**config.mk**
```make
export PLATFORM = sky130hd
export DESIGN_NAME = sync_fifo_flat
export DESIGN_NICKNAME = d
export VERILOG_FILES = /design/src/rtl/fifo_pkg.sv /design/src/rtl/sync_fifo_if.sv /design/src/rtl/fifo_mem.sv /design/src/rtl/sync_fifo.sv /design/src/flat_wrapper.sv
export SDC_FILE = /design/constraint.sdc
export NUM_CORES = 1
export LEC_CHECK = 0
export BUFFER_PORTS_ARGS = -buffer_cell sky130_fd_sc_hd__buf_2
export CELL_PAD_IN_SITES_DETAIL_PLACEMENT = 0
export CELL_PAD_IN_SITES_GLOBAL_PLACEMENT = 1
export CORE_AREA = 3 3 82 84
export DETAILED_ROUTE_END_ITERATION = 16
export DIE_AREA = 0 0 85 87
export PLACE_DENSITY = 0.81
export SETUP_SLACK_MARGIN = 0.2
export SLEW_MARGIN = 20
export SYNTH_ARGS = -nofsm -noshare
export SYNTH_HDL_FRONTEND = slang
export SYNTH_HIERARCHICAL = 1
export SYNTH_SLANG_ARGS = --single-unit
```
**constraint.sdc**
```tcl
create_clock -name clk -period 2.58 [get_ports clk]
set_input_delay 0 -clock clk [delete_from_list [all_inputs] [get_ports clk]]
set_output_delay 0 -clock clk [all_outputs]
set_load 0.01 [all_outputs]
```
**src/rtl/fifo_pkg.sv**
```systemverilog
// ----------------------------------------------------------------------------
// fifo_pkg
//  Shared constants and helpers for the sync_fifo block.
//  - DEFAULT_WIDTH / DEFAULT_DEPTH : default geometry of the FIFO.
//  - ptr_w(depth)                  : pointer width = address bits + 1 wrap bit.
// ----------------------------------------------------------------------------
package fifo_pkg;

    localparam int DEFAULT_WIDTH = 8;
    localparam int DEFAULT_DEPTH = 8;

    // One extra bit beyond the address lets full and empty be told apart
    // when the address bits of both pointers are equal.
    function automatic int ptr_w(input int depth);
        return $clog2(depth) + 1;
    endfunction

endpackage : fifo_pkg

```
**src/rtl/sync_fifo_if.sv**
```systemverilog
// ----------------------------------------------------------------------------
// sync_fifo_if
//  Bundles the producer/consumer side of sync_fifo.
//  Signals:
//    wr_en, data_in   : write request and write data (master -> fifo)
//    rd_en            : pop request (master -> fifo)
//    data_out         : head-of-queue word, first-word-fall-through (fifo -> master)
//    full, empty      : flow-control flags (fifo -> master)
//    count, overflow, underflow : status outputs, present only when the
//                       FIFO_STATUS_EN macro is defined.
//  Modports: master (producer/consumer), slave (the FIFO itself).
// ----------------------------------------------------------------------------
interface sync_fifo_if #(
    parameter int WIDTH = fifo_pkg::DEFAULT_WIDTH
`ifdef FIFO_STATUS_EN
    ,
    parameter int CNT_W = fifo_pkg::ptr_w(fifo_pkg::DEFAULT_DEPTH)
`endif
);

    logic             wr_en;
    logic             rd_en;
    logic [WIDTH-1:0] data_in;
    logic [WIDTH-1:0] data_out;
    logic             full;
    logic             empty;
`ifdef FIFO_STATUS_EN
    logic [CNT_W-1:0] count;
    logic             overflow;
    logic             underflow;
`endif

    modport master (
        output wr_en,
        output rd_en,
        output data_in,
        input  data_out,
        input  full,
        input  empty
`ifdef FIFO_STATUS_EN
        ,
        input  count,
        input  overflow,
        input  underflow
`endif
    );

    modport slave (
        input  wr_en,
        input  rd_en,
        input  data_in,
        output data_out,
        output full,
        output empty
`ifdef FIFO_STATUS_EN
        ,
        output count,
        output overflow,
        output underflow
`endif
    );

endinterface : sync_fifo_if

```
**src/rtl/fifo_mem.sv**
```systemverilog
// ----------------------------------------------------------------------------
// fifo_mem
//  DEPTH x WIDTH storage array for sync_fifo.
//  Synchronous write port, asynchronous read port, no reset on the array.
//  Ports:
//    clk     : write clock
//    i_we    : write enable
//    i_waddr : write address
//    i_wdata : write data
//    i_raddr : read address
//    o_rdata : read data (combinational from the array)
// ----------------------------------------------------------------------------
module fifo_mem #(
    parameter int WIDTH = 8,
    parameter int DEPTH = 8
) (
    input  logic                     clk,
    input  logic                     i_we,
    input  logic [$clog2(DEPTH)-1:0] i_waddr,
    input  logic [WIDTH-1:0]         i_wdata,
    input  logic [$clog2(DEPTH)-1:0] i_raddr,
    output logic [WIDTH-1:0]         o_rdata
);

    logic [WIDTH-1:0] r_mem [DEPTH];

    always_ff @(posedge clk) begin
        if (i_we) begin
            r_mem[i_waddr] <= i_wdata;
        end
    end

    // Unregistered read so the head word is visible in the same cycle
    // the consumer pops it.
    assign o_rdata = r_mem[i_raddr];

endmodule : fifo_mem

```
**src/rtl/sync_fifo.sv**
```systemverilog
// ----------------------------------------------------------------------------
// sync_fifo
//  Single-clock FIFO with first-word-fall-through read.
//  Ports:
//    clk  : rising-edge clock
//    arst : asynchronous reset, active-high; empties the FIFO
//    bus  : sync_fifo_if.slave (wr_en, rd_en, data_in, data_out, full, empty
//           and, with FIFO_STATUS_EN, count/overflow/underflow)
//  Optional feature macro: FIFO_STATUS_EN
//    Adds occupancy count plus registered overflow/underflow pulses.
//  Writes while full and reads while empty are ignored.
// ----------------------------------------------------------------------------
module sync_fifo
    import fifo_pkg::*;
#(
    parameter int WIDTH = DEFAULT_WIDTH,
    parameter int DEPTH = DEFAULT_DEPTH
) (
    input  logic     clk,
    input  logic     arst,
    sync_fifo_if.slave bus
);

    localparam int PTR_W  = ptr_w(DEPTH);
    localparam int ADDR_W = PTR_W - 1;

    generate
        if (DEPTH < 2 || (DEPTH & (DEPTH - 1)) != 0) begin : g_bad_depth
            $error("sync_fifo: DEPTH must be a power of two and at least 2");
        end
    endgenerate

    logic [PTR_W-1:0] r_wr_ptr;
    logic [PTR_W-1:0] r_rd_ptr;
    logic             w_empty;
    logic             w_full;
    logic             w_wr_accept;
    logic             w_rd_accept;
    logic [WIDTH-1:0] w_head;

    // Equal pointers: nothing held. Same slot but opposite lap: all slots held.
    assign w_empty = (r_wr_ptr == r_rd_ptr);
    assign w_full  = (r_wr_ptr[ADDR_W-1:0] == r_rd_ptr[ADDR_W-1:0])
                  && (r_wr_ptr[ADDR_W] != r_rd_ptr[ADDR_W]);

    // Gating on the current flags gives the required simultaneous behaviour:
    // full lets only the read through, empty lets only the write through.
    assign w_wr_accept = bus.wr_en && !w_full;
    assign w_rd_accept = bus.rd_en && !w_empty;

    always_ff @(posedge clk or posedge arst) begin
        if (arst) begin
            r_wr_ptr <= '0;
            r_rd_ptr <= '0;
        end else begin
            if (w_wr_accept) begin
                r_wr_ptr <= r_wr_ptr + PTR_W'(1);
            end
            if (w_rd_accept) begin
                r_rd_ptr <= r_rd_ptr + PTR_W'(1);
            end
        end
    end

    fifo_mem #(
        .WIDTH (WIDTH),
        .DEPTH (DEPTH)
    ) u_mem (
        .clk     (clk),
        .i_we    (w_wr_accept),
        .i_waddr (r_wr_ptr[ADDR_W-1:0]),
        .i_wdata (bus.data_in),
        .i_raddr (r_rd_ptr[ADDR_W-1:0]),
        .o_rdata (w_head)
    );

    // Stale storage is masked so an empty FIFO always presents zero.
    assign bus.data_out = w_empty ? '0 : w_head;
    assign bus.full     = w_full;
    assign bus.empty    = w_empty;

`ifdef FIFO_STATUS_EN
    logic r_overflow;
    logic r_underflow;

    always_ff @(posedge clk or posedge arst) begin
        if (arst) begin
            r_overflow  <= 1'b0;
            r_underflow <= 1'b0;
        end else begin
            r_overflow  <= bus.wr_en && w_full;
            r_underflow <= bus.rd_en && w_empty;
        end
    end

    // Modulo-2*DEPTH difference of the pointers is the occupancy 0..DEPTH.
    assign bus.count     = r_wr_ptr - r_rd_ptr;
    assign bus.overflow  = r_overflow;
    assign bus.underflow = r_underflow;
`endif

endmodule : sync_fifo

```
**src/flat_wrapper.sv**
```systemverilog
// flat-port wrapper written by rule: the top's interface ports become plain ports
module sync_fifo_flat import fifo_pkg::*;
#(
    parameter int WIDTH = DEFAULT_WIDTH,
    parameter int DEPTH = DEFAULT_DEPTH
)
  (clk, arst, bus_wr_en, bus_rd_en, bus_data_in, bus_data_out, bus_full, bus_empty);
  sync_fifo_if #(.WIDTH(WIDTH)) bus_i ();
  input  logic clk;
  input  logic arst;
  input wire logic [$bits(bus_i.wr_en)-1:0] bus_wr_en;
  input wire logic [$bits(bus_i.rd_en)-1:0] bus_rd_en;
  input wire logic [$bits(bus_i.data_in)-1:0] bus_data_in;
  output wire logic [$bits(bus_i.data_out)-1:0] bus_data_out;
  output wire logic [$bits(bus_i.full)-1:0] bus_full;
  output wire logic [$bits(bus_i.empty)-1:0] bus_empty;
  assign bus_i.wr_en = bus_wr_en;
  assign bus_i.rd_en = bus_rd_en;
  assign bus_i.data_in = bus_data_in;
  assign bus_data_out = bus_i.data_out;
  assign bus_full = bus_i.full;
  assign bus_empty = bus_i.empty;
  sync_fifo #(.WIDTH(WIDTH), .DEPTH(DEPTH)) u_core (.clk(clk), .arst(arst), .bus(bus_i));
endmodule
```
After elaboration in Yosys (flattened, before gate mapping)
Memory sizes are Yosys's and may differ from the RTL's.
Index checks and enable logic that the tools add are counted.

storage, ports and cells
  output and inout bits = 10
  memories = 1
  register bits after elaboration = 8
  logic and storage cells = 16
  bits in read-only memories = 0
  bits in latches = 0
  input bits = 12
  bits in writable memories = 64

memory list
  memory              depth  width  read ports  clocked after Yosys merged registers in  write ports  line            text
  u_core.u_mem.r_mem  8      8      1           0                                        1            fifo_mem.sv:25  logic [WIDTH-1:0] r_mem [DEPTH];

operators by class
  equal/unequal tests = 3
  reductions and logical operators = 5
  $add $sub $neg = 2
  bitwise gates (word level) = 0
  multiplexer cells = 3
  divide/modulo/power cells = 0
  $lt $le $gt $ge = 0
  multipliers = 0
  shift-type cells = 0

operators by type and width
  operator             number
  $add 4x1->4 const B  2
  $mux 8               1
  $eq 4x4->1           1
  $eq 3x3->1           1
  $logic_and 1x1->1    3
  $logic_not 1->1      2
  $mux 1               2
  $ne 1x1->1           1

Depth between registers and ports, before layout
  word-level depth = 6
  mapped depth = 5
  mapped depth without buffers = 5

By module
The synthesis kept the hierarchy.

modules (own cells, without submodules)
  module     seq. area each (sq um)  cells each  times used  area an instance (sq um)
  fifo_mem   1921.8                  106         1           2531.2
  sync_fifo  200.2                   53          1           564.3

Least setup slack after synthesis
OpenSTA, ideal clock, no wires.

  path type = reg-to-reg
  start = register u_core.r_wr_ptr[0]
  end = memory u_core.u_mem.r_mem[4][0] (enable)
  path slack = 466 ps
  period minus slack after synthesis = 2114 ps
  data required time = 2197 ps
  library setup time = 383 ps
  cell stages (with the launch flop) = 6
  data arrival time = 1731 ps
  buffers on the path = 0
  cell sequence = dfrtp_1 > xor2_1 > o41ai_4 > inv_1 > nand2_1 > nor3_1

on the way
  word-level cells in the longest chain between the ends = 6

ends and longest elaborated chain
  item                          line             text
  start: declaration            sync_fifo.sv:33  logic [PTR_W-1:0] r_wr_ptr;
  start signal: assignment      sync_fifo.sv:57  r_wr_ptr <= r_wr_ptr + PTR_W'(1);
  $eq 3x3->1                    sync_fifo.sv:43  assign w_full = (r_wr_ptr[ADDR_W-1:0] == r_rd_ptr[ADDR_W-1:0])
  $logic_and 1x1->1             sync_fifo.sv:44  && (r_wr_ptr[ADDR_W] != r_rd_ptr[ADDR_W]);
  $logic_not 1->1               sync_fifo.sv:48  assign w_wr_accept = bus.wr_en && !w_full;
  $logic_and 1x1->1             sync_fifo.sv:48
  named net u_core.w_wr_accept  sync_fifo.sv:37  logic w_wr_accept;
  $mux 1                        fifo_mem.sv:28   if (i_we) begin
  $mux 1 (not written as such)  fifo_mem.sv:29   r_mem[i_waddr] <= i_wdata;
  end: declaration              fifo_mem.sv:25

The timed path passes the listed nets, and every way through them passes these cells.

Final worst setup path
  start = register u_core.r_rd_ptr[0]
  end = output bus_data_out[0]

on the way
  word-level cells in the longest chain between the ends = 2
  elaborated cells on any way between the ends = 3
  those cells by class = 1 x eq/ne; 1 x mux; 1 x memory

ends and longest elaborated chain
  item                        line                text
  start: declaration          sync_fifo.sv:34     logic [PTR_W-1:0] r_rd_ptr;
  start signal: assignment    sync_fifo.sv:60     r_rd_ptr <= r_rd_ptr + PTR_W'(1);
  $mem_v2 8x8                 n/a
  named net u_core.w_head[0]  sync_fifo.sv:39     logic [WIDTH-1:0] w_head;
  $mux 8                      sync_fifo.sv:78     assign bus.data_out = w_empty ? '0 : w_head;
  end: declaration            flat_wrapper.sv:14  output wire logic [$bits(bus_i.data_out)-1:0] bus_data_out;

The timed path passes the listed nets, and every way through them passes these cells.

==> impl_results.md <==
* Number of global-route vias before repair at 1734
* Fill cells at 435
* Num ports at 22
* Avg WL per Cell at 20.6 µm
* Routed Antenna Nets at 0
* Netlist cell types at 29
* Via density at 5.77
* CP Class: reg2out
* Post-route DRC violation count at 0
* PostCTS Resize Cnt at 0
* Commonest non-fill, non-tap cell in the layout: edfxtp_1
* Crit path largest cell delay at 670 ps
* Non-filler cells in the finished layout at 291
* Fin crit share at 88.1%
* R2r endpoint: u_core/u_mem/r_mem[7][0]
* Port Buffer Count at 21
* Pwr Density at 1160 nW/µm²
* Startpoint types: flip-flop
* Post-Synthesis Cells at 159
* Hold_ws at 150 ps
* Row count at 28
* Max capacitance violation total at 0
* Final GP Congestion at 0.768
* Clk_skew at 3.64 ps
* Largest net degree at the start of global routing at 21
* Area share of the largest cell type after synthesis at 62.1%
* Leakage at 0.00134 µW
* RSZ-0062 raised after global routing: false
* R2R Setup Slk at 450 ps
* Peak supply drop at 0.000579 V
* WP data arrival at 2270 ps
* DR vias at 1678
* Most frequent cells in the layout: 64 x edfxtp_1, 21 x buf_2, 15 x mux4_1, 14 x buf_4, 11 x dlygate4sd3_1
* CP max-delay cell: mux4_1
* Setup violators final at 0
* R2r startpoint: u_core/r_wr_ptr[2]
* Area of the die at 7400 µm²
* Die height at 87 µm
* Status: finished, final reports clean
* Final design utilization at 61.1%
* H-tree levels at 3
* Setup Total Neg Slack at 0 ps
* Clock buffer depth at 2
* All-Layer GR Usage at 17.6%
* Slew margin rel. at 53.7%
* Final period demand of the worst path at 2270 ps
* Initial Utilization at 51.7%
* Required time of the critical path at 2580 ps
* Area of the mapped netlist at 3100 µm²
* CTS tree: yes
* Core area at 5990 µm²
* Critical path endpoint category: primary output
* Worst-Skew Late Latency at 340 ps
* Clk sinks at 72
* First DRT Iteration DRCs at 153
* Final hold violation count at 0
* Avg Inst Size Synth at 19.5 µm²
* Largest cells by area after synthesis: edfxtp_1 62%, mux4_1 13%, dfrtp_1 6.5%
* Drt first pass iters at 4
* Cts bufs inserted at 9
* Final #Nets at 225
* Cell taking the most area after synthesis: edfxtp_1
* Critical Path, Cell by Cell: buf_4 -> mux4_1 -> mux2_2 -> and2_1 -> buf_2
* Max FO, Critical Path at 20
* Worst-margin pin slew at 692 ps
* Max-slew violations at 0
* Reg2Reg Depth at 5
* Sequential area share after synthesis at 68.6%
* Die X at 85 µm
* Clk slew on worst S/H paths at 70 ps
* First-pass GRT wire length at 9.31 mm
* Flops & latches, synth at 72
* Antenna Cells at 0
* Worst Hold Class: in2async
* Max Freq at 440 MHz
* Total routed wirelength at 5.99 mm
* Clk Tree Root Cell: clkbuf_8
* Detailed placer's ending HPWL at 4.06 mm
* Layout cells sized above 1 at 29.2%
* Mapped Nets at 173
* Area Overhead vs Synth at 18.3%
* YS warnings at 6
* Placed Instances at 263
* Total gr overflow at 0
* Initial antenna violation count at 0
## critical path, delay by kind of cell, from the launching register on
family	cells	cell delay [ps]
muxes	2	960
and+or+nand+nor	1	130
DFF	1	370
buffers and inverters	2	460
## Yosys cell counts (all sizes together)
library cell and number:
nand3 1, edfxtp 64, and2 8, o41ai 2
nor2 7, a41oi 2, a311o 2, ha 2
mux4 16, dfrtp 8, xor2 6, xnor2 6
nand4 3, nor3 2, clkbuf 1, nand2b 3
inv 4, mux2 10, o311ai 2, buf 4
nand2 6
## worst max-delay path by stage
stage | slack, ps | cells past startpoint | from | to
6_report | 310 | 5 | u_core/r_rd_ptr[0] | bus_data_out[0]
5_1_grt | 230 | 5 | u_core/r_rd_ptr[0] | bus_data_out[0]
4_1_cts | 280 | 5 | u_core/r_rd_ptr[0] | bus_data_out[2]
3_5_place_dp | 440 | 5 | u_core/r_wr_ptr[2] | u_core/u_mem/r_mem[7][0]
3_3_place_gp | 540 | 5 | u_core/r_rd_ptr[2] | bus_data_out[2]
2_1_floorplan | 470 | 5 | u_core/r_wr_ptr[0] | u_core/u_mem/r_mem[4][0]
## logic make-up (layout without fill, tap and decap cells)
group	Yosys count	in the layout	share of synthesized area [%]
flops	72	72	68.6
compound gates	8	8	3.23
xor+xnor	12	12	3.40
simple gates	30	30	4.89
buf+inv	9	66	1.90
fa+ha+maj	2	2	0.808
mux	26	26	17.2
## where the power goes
part	leakage [µW]	switching [µW]	internal, µW	total [µW]
clock	0.0000933	414	451	866
combinational	0.000567	939	826	1770
sequential	0.000676	99.0	1500	1600
total	0.00134	1450	2780	4230
## registers in the layout, indices dropped and copies added, names as in the netlist
| signal | flops |
|---|---|
| u_core/r_wr_ptr | 4 |
| u_core/r_rd_ptr | 4 |
| u_core/u_mem/r_mem | 64 |
## layout make-up
class,count,area (µm²),share of cell area [%]
Clock buffer,10,128,3.49
Clock inverter,6,67.6,1.85
Inverter,4,15.0,0.410
Multi-Input combinational cell,78,915,25.0
Sequential cell,72,2120,58.0
Tap cell,75,93.8,2.56
Timing Repair Buffer,46,320,8.75
## per-layer routing
metal,global-route usage [%],up-vias,share of wire [%]
li1,-,754,-
met1,23.6,844,42
met2,26.5,68,48
met3,5.11,12,7.1
met4,9.06,0,2.4
met5,0,-,0
## through the flow
step | setup WS, ps | power (µW) | cell area (µm²)
after floorplan | 466 | 2800 | 3100
after global placement | 543 | 3290 | 3350
after detailed placement | 442 | 3370 | 3350
after CTS | 281 | 4280 | 3660
after global routing | 231 | 4470 | 3660
final | 308 | 4230 | 3660
## timing repair
item	CTS	global route
hold buffers	11	0
endpoints found under the setup margin	8	0
endpoints found under the hold margin	74	0
buffers inserted	1	0
Power figures use the tool's default switching activity.
